## src/rtl/cla5_share_ctrl_pkg.sv

```systemverilog
// Shared types and constants for the two-requester CLA5 sequencer.
package cla5_pkg;

  localparam int CLA5_WIDTH = 5;

  typedef enum logic [1:0] {
    IDLE = 2'd0,
    EXEC = 2'd1,
    RESP = 2'd2
  } state_t;

  typedef logic req_id_t;

endpackage

```

## src/rtl/cla5_share_ctrl_if.sv

```systemverilog
// Requester/response bus of cla5_share_ctrl; slave modport faces the controller.
interface cla5_share_ctrl_if import cla5_pkg::*; ();

  logic                  REQ0_VALID;
  logic                  REQ0_READY;
  logic [CLA5_WIDTH-1:0] REQ0_A;
  logic [CLA5_WIDTH-1:0] REQ0_B;
  logic                  REQ0_CIN;
  logic                  REQ0_SUB;

  logic                  REQ1_VALID;
  logic                  REQ1_READY;
  logic [CLA5_WIDTH-1:0] REQ1_A;
  logic [CLA5_WIDTH-1:0] REQ1_B;
  logic                  REQ1_CIN;
  logic                  REQ1_SUB;

  logic                  RSP_VALID;
  logic                  RSP_READY;
  req_id_t               RSP_ID;
  logic [CLA5_WIDTH-1:0] RSP_SUM;
  logic                  RSP_COUT;
  logic                  RSP_OVF;
  logic                  BUSY;

  modport master (
    output REQ0_VALID, REQ0_A, REQ0_B, REQ0_CIN, REQ0_SUB,
    output REQ1_VALID, REQ1_A, REQ1_B, REQ1_CIN, REQ1_SUB,
    output RSP_READY,
    input  REQ0_READY, REQ1_READY,
    input  RSP_VALID, RSP_ID, RSP_SUM, RSP_COUT, RSP_OVF, BUSY
  );

  modport slave (
    input  REQ0_VALID, REQ0_A, REQ0_B, REQ0_CIN, REQ0_SUB,
    input  REQ1_VALID, REQ1_A, REQ1_B, REQ1_CIN, REQ1_SUB,
    input  RSP_READY,
    output REQ0_READY, REQ1_READY,
    output RSP_VALID, RSP_ID, RSP_SUM, RSP_COUT, RSP_OVF, BUSY
  );

endinterface

```

## src/rtl/cla5_share_ctrl_cla_5bit.sv

```systemverilog
// Combinational 5-bit carry-lookahead adder shared by both requesters.
module cla_5bit import cla5_pkg::*; (
  input  logic [CLA5_WIDTH-1:0] a,
  input  logic [CLA5_WIDTH-1:0] b,
  input  logic                  cin,
  output logic [CLA5_WIDTH-1:0] sum,
  output logic                  cout
);

  logic [CLA5_WIDTH-1:0] g, p;
  logic [CLA5_WIDTH:0]   c;
  logic                  acc, pp;

  assign g = a & b;
  assign p = a ^ b;

  // Each carry is the flat OR of generate terms gated by the propagate chain above them.
  always_comb begin
    c   = '0;
    acc = 1'b0;
    pp  = 1'b1;
    c[0] = cin;
    for (int i = 0; i < CLA5_WIDTH; i++) begin
      acc = 1'b0;
      pp  = 1'b1;
      for (int j = i; j >= 0; j--) begin
        acc = acc | (pp & g[j]);
        pp  = pp & p[j];
      end
      c[i+1] = acc | (pp & cin);
    end
  end

  assign sum  = p ^ c[CLA5_WIDTH-1:0];
  assign cout = c[CLA5_WIDTH];

endmodule

```

## src/rtl/cla5_share_ctrl.sv

```systemverilog
// Round-robin sequencer sharing one cla_5bit between two requesters.
// Define CLA5_SHARE_SUB_EN to honour the SUB inputs (B inversion, forced carry-in).
module cla5_share_ctrl import cla5_pkg::*; #(
  parameter int WIDTH   = CLA5_WIDTH,
  parameter bit RR_INIT = 1'b0
) (
  input  logic               CLK,
  input  logic               RST,
  cla5_share_ctrl_if.slave   bus
);

  state_t             state_q, state_d;
  req_id_t            ptr_q, ptr_d;
  req_id_t            grant;
  logic               accept;

  logic [WIDTH-1:0]   op_a_q, op_a_d;
  logic [WIDTH-1:0]   op_b_q, op_b_d;
  logic               op_cin_q, op_cin_d;
  req_id_t            op_id_q, op_id_d;
`ifdef CLA5_SHARE_SUB_EN
  logic               op_sub_q, op_sub_d;
`endif

  logic [WIDTH-1:0]   rsp_sum_q, rsp_sum_d;
  logic               rsp_cout_q, rsp_cout_d;
  logic               rsp_ovf_q, rsp_ovf_d;
  req_id_t            rsp_id_q, rsp_id_d;

  logic [WIDTH-1:0]   add_b, add_sum;
  logic               add_cin, add_cout;

  // Contested cycles go to the pointer; a lone requester always wins.
  always_comb begin
    grant = ptr_q;
    if (bus.REQ0_VALID && !bus.REQ1_VALID)      grant = 1'b0;
    else if (bus.REQ1_VALID && !bus.REQ0_VALID) grant = 1'b1;
  end

  assign bus.REQ0_READY = (state_q == IDLE) && !RST && (grant == 1'b0);
  assign bus.REQ1_READY = (state_q == IDLE) && !RST && (grant == 1'b1);
  assign accept = grant ? (bus.REQ1_VALID && bus.REQ1_READY)
                        : (bus.REQ0_VALID && bus.REQ0_READY);

`ifdef CLA5_SHARE_SUB_EN
  assign add_b   = op_sub_q ? ~op_b_q : op_b_q;
  assign add_cin = op_sub_q | op_cin_q;
`else
  assign add_b   = op_b_q;
  assign add_cin = op_cin_q;
`endif

  cla_5bit u_cla (
    .a    (op_a_q),
    .b    (add_b),
    .cin  (add_cin),
    .sum  (add_sum),
    .cout (add_cout)
  );

  always_comb begin
    state_d    = state_q;
    ptr_d      = ptr_q;
    op_a_d     = op_a_q;
    op_b_d     = op_b_q;
    op_cin_d   = op_cin_q;
    op_id_d    = op_id_q;
`ifdef CLA5_SHARE_SUB_EN
    op_sub_d   = op_sub_q;
`endif
    rsp_sum_d  = rsp_sum_q;
    rsp_cout_d = rsp_cout_q;
    rsp_ovf_d  = rsp_ovf_q;
    rsp_id_d   = rsp_id_q;
    case (state_q)
      IDLE: if (accept) begin
        op_a_d   = grant ? bus.REQ1_A   : bus.REQ0_A;
        op_b_d   = grant ? bus.REQ1_B   : bus.REQ0_B;
        op_cin_d = grant ? bus.REQ1_CIN : bus.REQ0_CIN;
`ifdef CLA5_SHARE_SUB_EN
        op_sub_d = grant ? bus.REQ1_SUB : bus.REQ0_SUB;
`endif
        op_id_d  = grant;
        ptr_d    = ~grant;
        state_d  = EXEC;
      end
      EXEC: begin
        rsp_sum_d  = add_sum;
        rsp_cout_d = add_cout;
        rsp_ovf_d  = (op_a_q[WIDTH-1] == add_b[WIDTH-1]) &&
                     (add_sum[WIDTH-1] != op_a_q[WIDTH-1]);
        rsp_id_d   = op_id_q;
        state_d    = RESP;
      end
      RESP: if (bus.RSP_READY) state_d = IDLE;
      default: state_d = IDLE;
    endcase
  end

  always_ff @(posedge CLK) begin
    if (RST) begin
      state_q    <= IDLE;
      ptr_q      <= RR_INIT;
      op_a_q     <= '0;
      op_b_q     <= '0;
      op_cin_q   <= 1'b0;
      op_id_q    <= 1'b0;
`ifdef CLA5_SHARE_SUB_EN
      op_sub_q   <= 1'b0;
`endif
      rsp_sum_q  <= '0;
      rsp_cout_q <= 1'b0;
      rsp_ovf_q  <= 1'b0;
      rsp_id_q   <= 1'b0;
    end else begin
      state_q    <= state_d;
      ptr_q      <= ptr_d;
      op_a_q     <= op_a_d;
      op_b_q     <= op_b_d;
      op_cin_q   <= op_cin_d;
      op_id_q    <= op_id_d;
`ifdef CLA5_SHARE_SUB_EN
      op_sub_q   <= op_sub_d;
`endif
      rsp_sum_q  <= rsp_sum_d;
      rsp_cout_q <= rsp_cout_d;
      rsp_ovf_q  <= rsp_ovf_d;
      rsp_id_q   <= rsp_id_d;
    end
  end

  assign bus.RSP_VALID = (state_q == RESP);
  assign bus.BUSY      = (state_q != IDLE);
  assign bus.RSP_ID    = rsp_id_q;
  assign bus.RSP_SUM   = rsp_sum_q;
  assign bus.RSP_COUT  = rsp_cout_q;
  assign bus.RSP_OVF   = rsp_ovf_q;

endmodule
```

## src/flat_wrapper.sv

```systemverilog
// flat-port wrapper written by rule: the top's interface ports become plain ports
module cla5_share_ctrl_flat import cla5_pkg::*;
#(
  parameter int WIDTH   = CLA5_WIDTH,
  parameter bit RR_INIT = 1'b0
)
  (CLK, RST, bus_REQ0_VALID, bus_REQ0_A, bus_REQ0_B, bus_REQ0_CIN, bus_REQ0_SUB, bus_REQ1_VALID, bus_REQ1_A, bus_REQ1_B, bus_REQ1_CIN, bus_REQ1_SUB, bus_RSP_READY, bus_REQ0_READY, bus_REQ1_READY, bus_RSP_VALID, bus_RSP_ID, bus_RSP_SUM, bus_RSP_COUT, bus_RSP_OVF, bus_BUSY);
  cla5_share_ctrl_if bus_i ();
  input  logic CLK;
  input  logic RST;
  input wire logic [$bits(bus_i.REQ0_VALID)-1:0] bus_REQ0_VALID;
  input wire logic [$bits(bus_i.REQ0_A)-1:0] bus_REQ0_A;
  input wire logic [$bits(bus_i.REQ0_B)-1:0] bus_REQ0_B;
  input wire logic [$bits(bus_i.REQ0_CIN)-1:0] bus_REQ0_CIN;
  input wire logic [$bits(bus_i.REQ0_SUB)-1:0] bus_REQ0_SUB;
  input wire logic [$bits(bus_i.REQ1_VALID)-1:0] bus_REQ1_VALID;
  input wire logic [$bits(bus_i.REQ1_A)-1:0] bus_REQ1_A;
  input wire logic [$bits(bus_i.REQ1_B)-1:0] bus_REQ1_B;
  input wire logic [$bits(bus_i.REQ1_CIN)-1:0] bus_REQ1_CIN;
  input wire logic [$bits(bus_i.REQ1_SUB)-1:0] bus_REQ1_SUB;
  input wire logic [$bits(bus_i.RSP_READY)-1:0] bus_RSP_READY;
  output wire logic [$bits(bus_i.REQ0_READY)-1:0] bus_REQ0_READY;
  output wire logic [$bits(bus_i.REQ1_READY)-1:0] bus_REQ1_READY;
  output wire logic [$bits(bus_i.RSP_VALID)-1:0] bus_RSP_VALID;
  output wire logic [$bits(bus_i.RSP_ID)-1:0] bus_RSP_ID;
  output wire logic [$bits(bus_i.RSP_SUM)-1:0] bus_RSP_SUM;
  output wire logic [$bits(bus_i.RSP_COUT)-1:0] bus_RSP_COUT;
  output wire logic [$bits(bus_i.RSP_OVF)-1:0] bus_RSP_OVF;
  output wire logic [$bits(bus_i.BUSY)-1:0] bus_BUSY;
  assign bus_i.REQ0_VALID = bus_REQ0_VALID;
  assign bus_i.REQ0_A = bus_REQ0_A;
  assign bus_i.REQ0_B = bus_REQ0_B;
  assign bus_i.REQ0_CIN = bus_REQ0_CIN;
  assign bus_i.REQ0_SUB = bus_REQ0_SUB;
  assign bus_i.REQ1_VALID = bus_REQ1_VALID;
  assign bus_i.REQ1_A = bus_REQ1_A;
  assign bus_i.REQ1_B = bus_REQ1_B;
  assign bus_i.REQ1_CIN = bus_REQ1_CIN;
  assign bus_i.REQ1_SUB = bus_REQ1_SUB;
  assign bus_i.RSP_READY = bus_RSP_READY;
  assign bus_REQ0_READY = bus_i.REQ0_READY;
  assign bus_REQ1_READY = bus_i.REQ1_READY;
  assign bus_RSP_VALID = bus_i.RSP_VALID;
  assign bus_RSP_ID = bus_i.RSP_ID;
  assign bus_RSP_SUM = bus_i.RSP_SUM;
  assign bus_RSP_COUT = bus_i.RSP_COUT;
  assign bus_RSP_OVF = bus_i.RSP_OVF;
  assign bus_BUSY = bus_i.BUSY;
  cla5_share_ctrl #(.WIDTH(WIDTH), .RR_INIT(RR_INIT)) u_core (.CLK(CLK), .RST(RST), .bus(bus_i));
endmodule
```

## config.mk

```make
export PLATFORM = sky130hd
export DESIGN_NAME = cla5_share_ctrl_flat
export DESIGN_NICKNAME = d
export VERILOG_FILES = /design/src/rtl/cla5_share_ctrl_pkg.sv /design/src/rtl/cla5_share_ctrl_if.sv /design/src/rtl/cla5_share_ctrl_cla_5bit.sv /design/src/rtl/cla5_share_ctrl.sv /design/src/flat_wrapper.sv
export SDC_FILE = /design/constraint.sdc
export NUM_CORES = 1
export LEC_CHECK = 0
export CORE_MARGIN = 2
export CORE_UTILIZATION = 25
export CTS_CLUSTER_SIZE = 14
export DETAILED_ROUTE_END_ITERATION = 8
export GPL_TIMING_DRIVEN = 0
export MAX_ROUTING_LAYER = met4
export SKIP_LAST_GASP = 1
export SYNTH_ARGS = -nofsm -noshare
export SYNTH_HDL_FRONTEND = slang
export SYNTH_HIERARCHICAL = 1
export SYNTH_SLANG_ARGS = --single-unit
```

## constraint.sdc

```tcl
create_clock -name CLK -period 2.71 [get_ports CLK]
set_input_delay 0.271 -clock CLK [delete_from_list [all_inputs] [get_ports CLK]]
set_output_delay 0.271 -clock CLK [all_outputs]
set_load 0.05 [all_outputs]
```

Word level (Yosys, flattened, before mapping)
Cells that the tools add are included.
- register bits after elaboration: 23
- input bits: 29
- output and inout port bits: 12
- logic and storage cells: 84
- equality and inequality tests: 6
- mux-type cells: 9
- bitwise operators: 44
- reductions and logical operators: 15
- operators by type and width (kind ; count):
    bitwise AND 1 bit ; 25
    OR 1 bit ; 15
    two-way mux 5 bit ; 2
    bitwise XOR 5 bit ; 2
    logical AND 1 bit ; 8
    case mux 2 bit (3 select lines) ; 1
    bitwise AND 5 bit ; 1
    two-way mux 1 bit ; 4
    two-way mux 2 bit ; 2
    AND reduction 2 bit ; 2
    logical NOT 1 bit ; 3
    equality test 2 x 1 -> 1 bit (second input constant) ; 1
    equality test 2 bit (second input constant) ; 1
    logical NOT 2 bit ; 1
    inequality test 2 x 1 -> 1 bit (second input constant) ; 1
    inequality test 2 bit (second input constant) ; 1
    nonzero test 2 bit ; 1
    equality test 1 bit ; 1
    inequality test 1 bit ; 1
    inverter 1 bit ; 1

Depth between registers and ports, before layout
Gate-level depths: netlist (run 1).
- depth in word-level cells: 10
- mapped depth: 6
- depth with buffers taken out: 6

Hierarchy
The synthesis (run 1) kept the hierarchy.
- by module, submodules not included (module ; instances ; cells each ; area each (um^2) ; seq. area each (um^2)):
    cla5_share_ctrl ; 1 ; 114 ; 996.0 ; 460.4
    cla_5bit ; 1 ; 24 ; 202.7 ; 0.0

Worst setup path after synthesis (run 1)
OpenSTA, ideal clock, no wires.
- path type: flip-flop to flip-flop
- start point: register u_core.op_a_q[1]
- end point: register u_core.rsp_ovf_q (netlist: u_core/bus.RSP_OVF)
- setup time: 91 ps
- arrival time: 2068 ps
- required time: 2619 ps
- slack: 551 ps
- cell stages (with the launch flop): 7
- buffers on the path: 0
- period minus slack after synthesis: 2159 ps
- path through: dfxtp_1 > ha_1 > and3_1 > a2111o_1 > xor2_1 > or3b_2 > a311oi_1
- cells in the longest elaborated chain, start to end: 8
- elaborated cells on any way between the ends: 13
- those cells by class: eq/ne: 1; bitwise: 11; reduce/logical: 1
- RTL lines (what ; line ; RTL):
    start, declared ; cla5_share_ctrl.sv:17 ; logic [WIDTH-1:0] op_a_q, op_a_d;
    start signal, assigned ; cla5_share_ctrl.sv:118 ; op_a_q <= op_a_d;
    bitwise AND 5 bit or bitwise XOR 5 bit (tied branches) ; cla5_share_ctrl_cla_5bit.sv:14, cla5_share_ctrl_cla_5bit.sv:15 ;
    bitwise AND 1 bit, on equally long branches ; cla5_share_ctrl_cla_5bit.sv:27, cla5_share_ctrl_cla_5bit.sv:28 ;
    OR 1 bit, or another cell as far along ; cla5_share_ctrl_cla_5bit.sv:27 ; acc = acc | (pp & g[j]);
    OR 1 bit or bitwise AND 1 bit (tied branches) ; cla5_share_ctrl_cla_5bit.sv:27, cla5_share_ctrl_cla_5bit.sv:30 ;
    OR 1 bit (*) ; cla5_share_ctrl_cla_5bit.sv:30 ; c[i+1] = acc | (pp & cin);
    bitwise XOR 5 bit (*) ; cla5_share_ctrl_cla_5bit.sv:34 ; assign sum = p ^ c[CLA5_WIDTH-1:0];
    named net u_core.add_sum[4] ; cla5_share_ctrl.sv:30 ; logic [WIDTH-1:0] add_b, add_sum;
    inequality test 1 bit (*) ; cla5_share_ctrl.sv:91 ; (add_sum[WIDTH-1] != op_a_q[WIDTH-1]);
    logical AND 1 bit (*) ; cla5_share_ctrl.sv:90 ; rsp_ovf_d = (op_a_q[WIDTH-1] == add_b[WIDTH-1]) &&
    end signal, assigned ; cla5_share_ctrl.sv:127 ; rsp_ovf_q <= rsp_ovf_d;
    end, declared ; cla5_share_ctrl.sv:27 ; logic rsp_ovf_q, rsp_ovf_d;
The timed path passes the listed nets; every way through them passes the cells marked *.
A chain may end at the register's enable or synchronous reset.

Final worst setup path (run 1)
Same ends and word-level chain as after synthesis.

==> results of run 1 <==
==> state kept, by name, indices dropped and copies added (netlist names) <==
register / count
u_core/add_cin: 1
u_core/bus.RSP_COUT: 1
u_core/bus.RSP_ID: 1
u_core/state_q: 2
u_core/ptr_q: 1
u_core/bus.RSP_OVF: 1
u_core/add_b: 5
u_core/op_id_q: 1
u_core/bus.RSP_SUM: 5
u_core/op_a_q: 5
==> metrics by stage <==
step	setup WS [ps]	hold WS [ps]	instances
floorplan	551	343	138
global placement	58.3	446	229
detailed placement	68.6	448	229
CTS	65.6	460	233
global route	272	480	233
finish	407	458	233
==> path summary, 6_finish.rpt <==
check                                      endpoint  slack, ps           startpoint  cells after the start
worst max-delay path             u_core/bus.RSP_OVF        410     u_core/op_a_q[1]                      6
worst min-delay path            u_core/bus.RSP_COUT        460  u_core/bus.RSP_COUT                      2
worst max register to register   u_core/bus.RSP_OVF        410     u_core/op_a_q[1]                      6
worst min register to register  u_core/bus.RSP_COUT        460  u_core/bus.RSP_COUT                      2
==> critical path, cell delays in order, from the launching register on <==
cell	delay, ps
sky130_fd_sc_hd__dfxtp_1	320
sky130_fd_sc_hd__ha_1	350
sky130_fd_sc_hd__and3_1	200
sky130_fd_sc_hd__a2111o_1	460
sky130_fd_sc_hd__xor2_1	210
sky130_fd_sc_hd__or3b_2	450
sky130_fd_sc_hd__a311oi_1	240
==> per-layer routing <==
layer  vias up  routed length, um  GRT usage  share of wire
met2        21               1270      0.176           0.44
met1       489               1470      0.158           0.51
li1        571                  -          -              -
met3         2                120     0.0221          0.042
met4         0                 11     0.0370         0.0038
met5         -                  0          -              0
==> kinds of logic (layout without fill, tap and decap cells) <==
logic type               after synthesis  count (layout)
adder cells (fa/ha/maj)                7               7
buffers and inverters                 16              57
AND/OR/NAND/NOR                       55              55
flip-flops                            23              23
XOR/XNOR                               4               4
AO/OA/AOI/OAI                         33              33
==> layout make-up <==
type                    count  area (sq um)
repair buffers             37           375
clock buffers               3          41.3
plain buffers              10          56.3
fillers                   499          2970
multi-input cells          99           659
well taps                  54          67.6
inverters                   6          22.5
clock inverters             1          5.00
flip-flops and latches     23           460
==> cells in the final DEF (no fill, tap or decap), drive strengths merged, types with 2 or more instances in the layout <==
cell	n
clkdlybuf4s50	35
nand2	25
nor2b	4
a211oi	2
ha	5
clkbuf	9
dfxtp	23
nor2	3
buf	4
xnor2	2
inv	6
dlymetal6s2s	2
a221o	11
a21oi	12
a21o	2
nor3	11
nand3b	3
and3	2
xor2	2
==> where the power goes <==
group	switching, mW	internal, mW
Clock	0.110	0.102
Sequential	0.0234	0.370
Combinational	0.151	0.129
==> results by stage, run 1 <==
Clock network:
- In this run the number of H-tree levels came out at 1.
- Clock tree synthesis found a total of 23 sinks.
- After clock tree synthesis, the repair step resized 0 gates.
- The clock passes through at most 2 buffers.
- The root buffer selected by CTS is sky130_fd_sc_hd__clkbuf_8.
- The number of post-CTS setup repair buffers is 0.
- The worst-skew pair later-pin latency is 260 ps.
- Clock tree synthesis inserted a total of 3 buffers.
- The CTS tree is done.
- The clock-pin slew of the registers on the worst-case setup and hold paths is roughly 90 ps.
- The number of hold buffers added after CTS was 0.

Die:
- The die footprint is roughly 0.0054 sq mm.
- just over 40 I/O pins were placed.
- The die is 73.2 um tall.
- After floorplanning, the core was divided into 25 placement rows.
- The area of the core is 0.00466 sq mm.
- Measured along the x axis, the die boundary spans 73.2 um.
- The starting density of the core is 0.257.

Worst setup path:
- The element type at the critical path start is a flip-flop.
- The kind of end point of the critical path is a flip-flop.
- The class of the most critical setup path is flip-flop to flip-flop.
- Data arrives at the worst endpoint at 2490 ps.
- Along the worst path, the maximum fanout reaches 4.
- The worst path required time is 2890 ps.

Yosys:
- A synthesized cell averages 8.69 sq um.
- Yosys attributes the largest share of cell area to sky130_fd_sc_hd__dfxtp_1 (38%), sky130_fd_sc_hd__a221o_1 (9.2%), sky130_fd_sc_hd__nand2_1 (7.8%).
- Of the total synthesized cell area, the portion taken by AND, OR, NAND and NOR gates is 0.224.
- The synthesized design contains 23 register bits.
- The yosys synthesis warning count is 6.
- The adder-cell share of the synthesized area is 0.0772.
- The most common cell in the netlist is sky130_fd_sc_hd__nand2_1.
- The fraction of registers with async set or reset after synthesis is 0.
- The dominant combinational cell family by area after synthesis is simple AND/OR/NAND/NOR gates.
- The largest total area in the synthesized netlist belongs to sky130_fd_sc_hd__dfxtp_1.
- The area share of the leading cell type in the synthesized netlist is 0.384.
- The share of the synthesized area in compound gates (AO/OA/AOI/OAI) is 0.219.
- The synthesized-area fraction occupied by xor and xnor cells is 0.0292.
- The count of flip-flops with a built-in enable after synthesis is 0.
- The number of nets produced by synthesis is 173.
- The proportion of synthesized area in mux cells is 0.
- The number of distinct standard cells referenced by the synthesized netlist is 35.
- By count the netlist is led by sky130_fd_sc_hd__nand2_1 (25), sky130_fd_sc_hd__dfxtp_1 (23), sky130_fd_sc_hd__a21oi_1 (12).
- The cell area that synthesis handed to floorplanning was 0.00120 sq mm.
- The commonest register cell after synthesis is sky130_fd_sc_hd__dfxtp_1.
- The register area share after synthesis is 0.384.
- Synthesis produced a netlist whose cell count is between 100 and 150.

STA:
- The final setup violation count is 0.
- Setup repair after global routing left no endpoint under its margin.
- The aggregate negative setup slack is 0 ps.
- Based on the critical path, the design can be clocked at up to 0.434 GHz.
- The hold violation total from the final report came to 0.
- The slew at the pin with the worst max-slew slack is 501 ps.
- Counting I/O delays and the setup requirement, the final critical path takes 2300 ps.
- The worst slew slack as a fraction of its limit is 0.666.
- The final setup skew is ~8.6 ps.
- The final max-slew violation count came to 0.
- Of the available clock period, the critical path in the final layout requires 0.850.

Pwr:
- Power comes to a little under 900 uW.
- The analysis attributes to cell leakage a power of 0.707 nW.
- Across the VDD grid, the largest voltage drop is 0.180 mV.
- The power density relative to cell area is 524 mW/mm^2.

Placed design:
- Detailed placement finished with a half-perimeter wire length of 2260 um.
- Input and output buffers added on the ports amount to 37.
- The cell area reported after detailed placement is ~0.0016 sq mm.
- The congestion estimate from routability-driven global placement came to 0.797.

Global route:
- The total grt overflow is 0.
- In the global route stage, overall resource usage came out at 0.117.
- The largest net degree at the start of global routing is 14.
- The first global-routing pass estimated 4810 um of wire.
- The number of antenna violations at the first check in global routing came to 0.
- The number of global-route vias before repair is 1052.

Route:
- After detailed routing, the total wire length is 2870 um.
- The first detailed-routing pass ran for 4 iterations.
- The count of routing violations after the opening detailed-route iteration is 39.
- The ratio of routed vias to standard cells is 4.65.
- The final route contains about 1100 vias.
- Once detail routing completed, the nets flagged for antenna violations numbered 0.
- The average wire per cell in the routed design is 12.3 um.
- For this run, design rule violations remaining after detail routing come to 0.

Cells and area:
- The antenna diode instance count is 0.
- At the end of the flow, the number of nets in the layout was 215.
- The finished layout cell area is 0.00169 sq mm.
- The share of final-layout standard cells stronger than drive strength 1 is 0.0726.
- The fraction of the core area covered by cells at the end of the flow is 0.362.
- From synthesis to final layout, the design area changed by 40.8%.

Run:
- The number of maximum-capacitance violations is 0.

Hold path:
- The kind of path behind the tightest hold check is flip-flop to flip-flop.

Outcome:
- The flow ran to the end, and the final reports show no timing, DRC or antenna violations.
Note: power is estimated with default switching activity, not from simulation.
==> run 2: changes to the inputs <==
clock period = 1.84 ns   (was 2.71 ns; I/O delays follow)
==> run 2 against run 1 <==
  * The run now ends with negative setup slack left
  * Register-to-register slack worse by 720 ps
  * Sequential share of layout area down 1.3 points
  * Sequential cell count unchanged
  * Final cell count up 2.1%
  * Setup slack worse by 720 ps
  * First-iteration DRC count up 15%
  * Hold slack worse by 140 ps
  * Maximum frequency up 7.2%
  * Non-clock buffer count up 5
  * Largest power group unchanged
==> results by stage, run 2 (same netlist as run 1, synthesis figures left out) <==
Clock network:
- The worst-skew pair later-pin latency was 260 ps (about the same).
- The total CTS buffers came to 3 (unchanged).
- The number of buffers between clock root and the deepest sink came to 2 (unchanged).
- The root buffer selected by CTS is sky130_fd_sc_hd__clkbuf_8.
- The depth of the CTS H-tree is 1 (unchanged).
- The clock-pin slew of the registers on the worst-case setup and hold paths came to 80 ps (about the same).
- The CTS tree is done.
- The number of clock sinks is 23 (unchanged).
- The hold buffer count at CTS is 0 (unchanged).

Route:
- The DRC violation count after routing is 0 (unchanged).
- The ratio of routed vias to standard cells came to 4.70 (+1.2%).
- The number of antenna-violating nets in the routed design is 0 (unchanged).
- The via count of the routed design came to 1119 (+3.3%).
- The routed wire length is 2800 um (-2.5%).
- The count of routing violations after the opening detailed-route iteration is 45 (+15%).
- The average wire per cell in the routed design is 11.7 um (-4.5%).
- The length of the first detailed-routing pass in iterations was 4 (unchanged).

Cells and area:
- The antenna diode instance count is 0 (unchanged).
- Leaving out fill and tap cells, the most frequent cells in the layout are sky130_fd_sc_hd__clkdlybuf4s50_1 (32), sky130_fd_sc_hd__nand2_1 (24), sky130_fd_sc_hd__dfxtp_1 (15).
- The library cell used most frequently in the layout, excluding fill and tap cells, is sky130_fd_sc_hd__clkdlybuf4s50_1.
- The post-layout instance count excluding filler cells came to 238 (+2.1%).
- The fraction of the core area covered by cells at the end of the flow is 0.391 (+0.0285).
- The area overhead of the layout relative to synthesis is 51.9%.
- The share of final-layout standard cells stronger than drive strength 1 is 0.212 (+0.139).
- The count of nets after finishing came to 220 (+2.3%).

Placed design:
- The count of placed standard cells including taps came to 229 (unchanged).
- The routability-driven placement congestion ratio was 0.776 (-2.6%).
- The half-perimeter wire length after placement is 2190 um (-3.3%).
- The port buffer count was 37 (unchanged).

STA:
- The hold violation total from the final report was 0 (unchanged).
- The worst setup slack after layout came to -309 ps (-716 ps).
- The top achievable clock speed came to 0.465 GHz (+7.2%).
- The aggregate negative setup slack was -309 ps (-309 ps).
- The worst hold margin is 318 ps (-140 ps).
- The final max-slew violation count was 0 (unchanged).
- The time the worst path needs with I/O delays and setup is 2150 ps (-154 ps).
- The slew at the pin with the worst max-slew slack was 497 ps (-4.27 ps).
- Setup repair after global routing could not meet its margin everywhere.
- The worst slew slack as a fraction of its limit is 0.668 (+0.00235).
- The final setup skew was 4.63 ps (-3.98 ps).
- The final setup violation count is 1 (+1).
- The post-route fraction of the period consumed by the critical path is 1.17 (+0.318).

Pwr:
- The peak supply drop is 0.306 mV (+69%).
- The power share of the clock group is 0.226 (-0.014).
- The design internal power is 933 uW (+55%).
- The cell leakage power came to 0.727 nW (+2.9%).
- The fraction of power consumed by sequential logic is 0.433 (-0.011).
- The switching share of total power was 0.317 (-0.00362).
- The relative contribution of combinational cells to total power is 0.342 (+0.026).
- The power density relative to cell area is 751 mW/mm^2 (+43%).
- The switching power total is 434 uW (+53%).

Worst setup path:
- The arrival time at the worst endpoint came to 2330 ps (-160 ps).
- Walking the worst path, the cells encountered are ha_4 > a21o_1 > a2111o_1 > xor2_2 > or3b_4 > a311oi_2.
- The startpoint identified for the worst register-to-register timing path is u_core/add_b[0].
- On the critical path the largest part of the delay comes from compound AO/OA/AOI/OAI gates.
- The endpoint of the lowest-slack register-to-register path is u_core/bus.RSP_OVF.
- The cell depth of the worst setup path is 6 (unchanged).
- The kind of end point of the critical path is a flip-flop.
- The worst path required time came to 2020 ps (-870 ps).
- Among all stages on the critical path, the largest delay is contributed by sky130_fd_sc_hd__a2111o_1.
- The class of the most critical setup path is flip-flop to flip-flop.
- The worst-case reg-to-reg path depth came to 6 (unchanged).
- The flop-to-flop setup slack is -310 ps (-720 ps).
- The maximum fanout along the worst path was 3 (-1).
- The combined buffer and inverter count along the critical path was 0 (unchanged).
- STA classifies the critical path startpoint as a flip-flop.
- The largest stage delay on the critical path came to 490 ps (+30 ps).

Outcome:
- The final reports fail on negative setup slack.
- The flow ran to the end, but the final reports show violations.

Die:
- The horizontal extent of the die is 73.2 um (unchanged).
- The die footprint is 0.00536 sq mm (unchanged).
- The area of the core is 0.00466 sq mm (unchanged).
- The vertical die dimension is 73.2 um (unchanged).
- The number of cell rows was 25 (unchanged).
- The starting density of the core is 0.257 (unchanged).
- The number of top-level pins is 41 (unchanged).

Global route:
- The first-pass GRT wire length is 4900 um (+1.9%).
- The number of antenna violations at the first check in global routing is 0 (unchanged).
- The number of global-route vias before repair was 1098 (+4.4%).
- The overall global routing resource usage came to 0.117 (-0.000260).
- The total grt overflow is 0 (unchanged).
- The largest net degree at the start of global routing is 14 (unchanged).

Hold path:
- The end point of the worst hold path is u_core/bus.RSP_OVF.
- The count of cells along the worst hold path is 2 (unchanged).
- The kind of path behind the tightest hold check is input pin to flip-flop.
- The startpoint of the lowest-slack hold path is RST.

Run:
- The number of maximum-capacitance violations is 0 (unchanged).
run 2: worst register-to-register path, stage by stage (launching register included):
cell and delay, ps:
sky130_fd_sc_hd__dfxtp_4 360, sky130_fd_sc_hd__ha_4 230, sky130_fd_sc_hd__a21o_1 170, sky130_fd_sc_hd__a2111o_1 490, sky130_fd_sc_hd__xor2_2 200, sky130_fd_sc_hd__or3b_4 390
sky130_fd_sc_hd__a311oi_2 230
run 2: timing repair:
item                       in CTS  in global routing
setup endpoints to repair       4                  5
gates resized for setup        17                 10
hold endpoints to repair        0                  0
buffers inserted                4                  2
pin swaps                       7                  3
run 2: power groups by stage:
stage / Clock (mW) / Combinational, mW / Sequential (mW)
after global routing: 0.342 / 0.512 / 0.601
after CTS: 0.322 / 0.460 / 0.593
after global placement: 0 / 0.430 / 0.603
after detailed placement: 0 / 0.432 / 0.604
final: 0.308 / 0.467 / 0.591
after floorplan: 0 / 0.249 / 0.638
run 2: worst max-delay path by stage:
stage | from | slack [ps] | endpoint
2_1_floorplan | u_core/add_b[0] | -180 | u_core/bus.RSP_OVF
3_3_place_gp | RST | -620 | bus_REQ0_READY
3_5_place_dp | RST | -620 | bus_REQ1_READY
6_report | u_core/add_b[0] | -310 | u_core/bus.RSP_OVF
4_1_cts | u_core/op_a_q[2] | -240 | u_core/bus.RSP_OVF
5_1_grt | u_core/add_b[0] | -370 | u_core/bus.RSP_OVF
run 2: through the flow:
stage | setup WS, ps | instance area, sq um | power, mW
6_report | -309 | 1820 | 1.37
5_1_grt | -374 | 1820 | 1.46
4_1_cts | -241 | 1790 | 1.38
3_5_place_dp | -619 | 1700 | 1.04
3_3_place_gp | -625 | 1700 | 1.03
2_1_floorplan | -182 | 1260 | 0.887
run 2: layout make-up:
cell class / count / area (sq um)
Buffer: 9 / 51.3
Timing Repair Buffer: 43 / 418
Sequential cell: 23 / 473
Clock buffer: 3 / 41.3
Fill cell: 467 / 2840
Multi-Input combinational cell: 99 / 742
Tap cell: 54 / 67.6
Clock inverter: 1 / 5.00
Inverter: 6 / 22.5
run 2: routing by layer:
layer	GRT usage	up-vias	wire length (um)
li1	-	580	-
met1	0.159	516	1350
met2	0.182	21	1340
met3	0.0152	2	99
met4	0.0309	0	11
met5	-	-	0
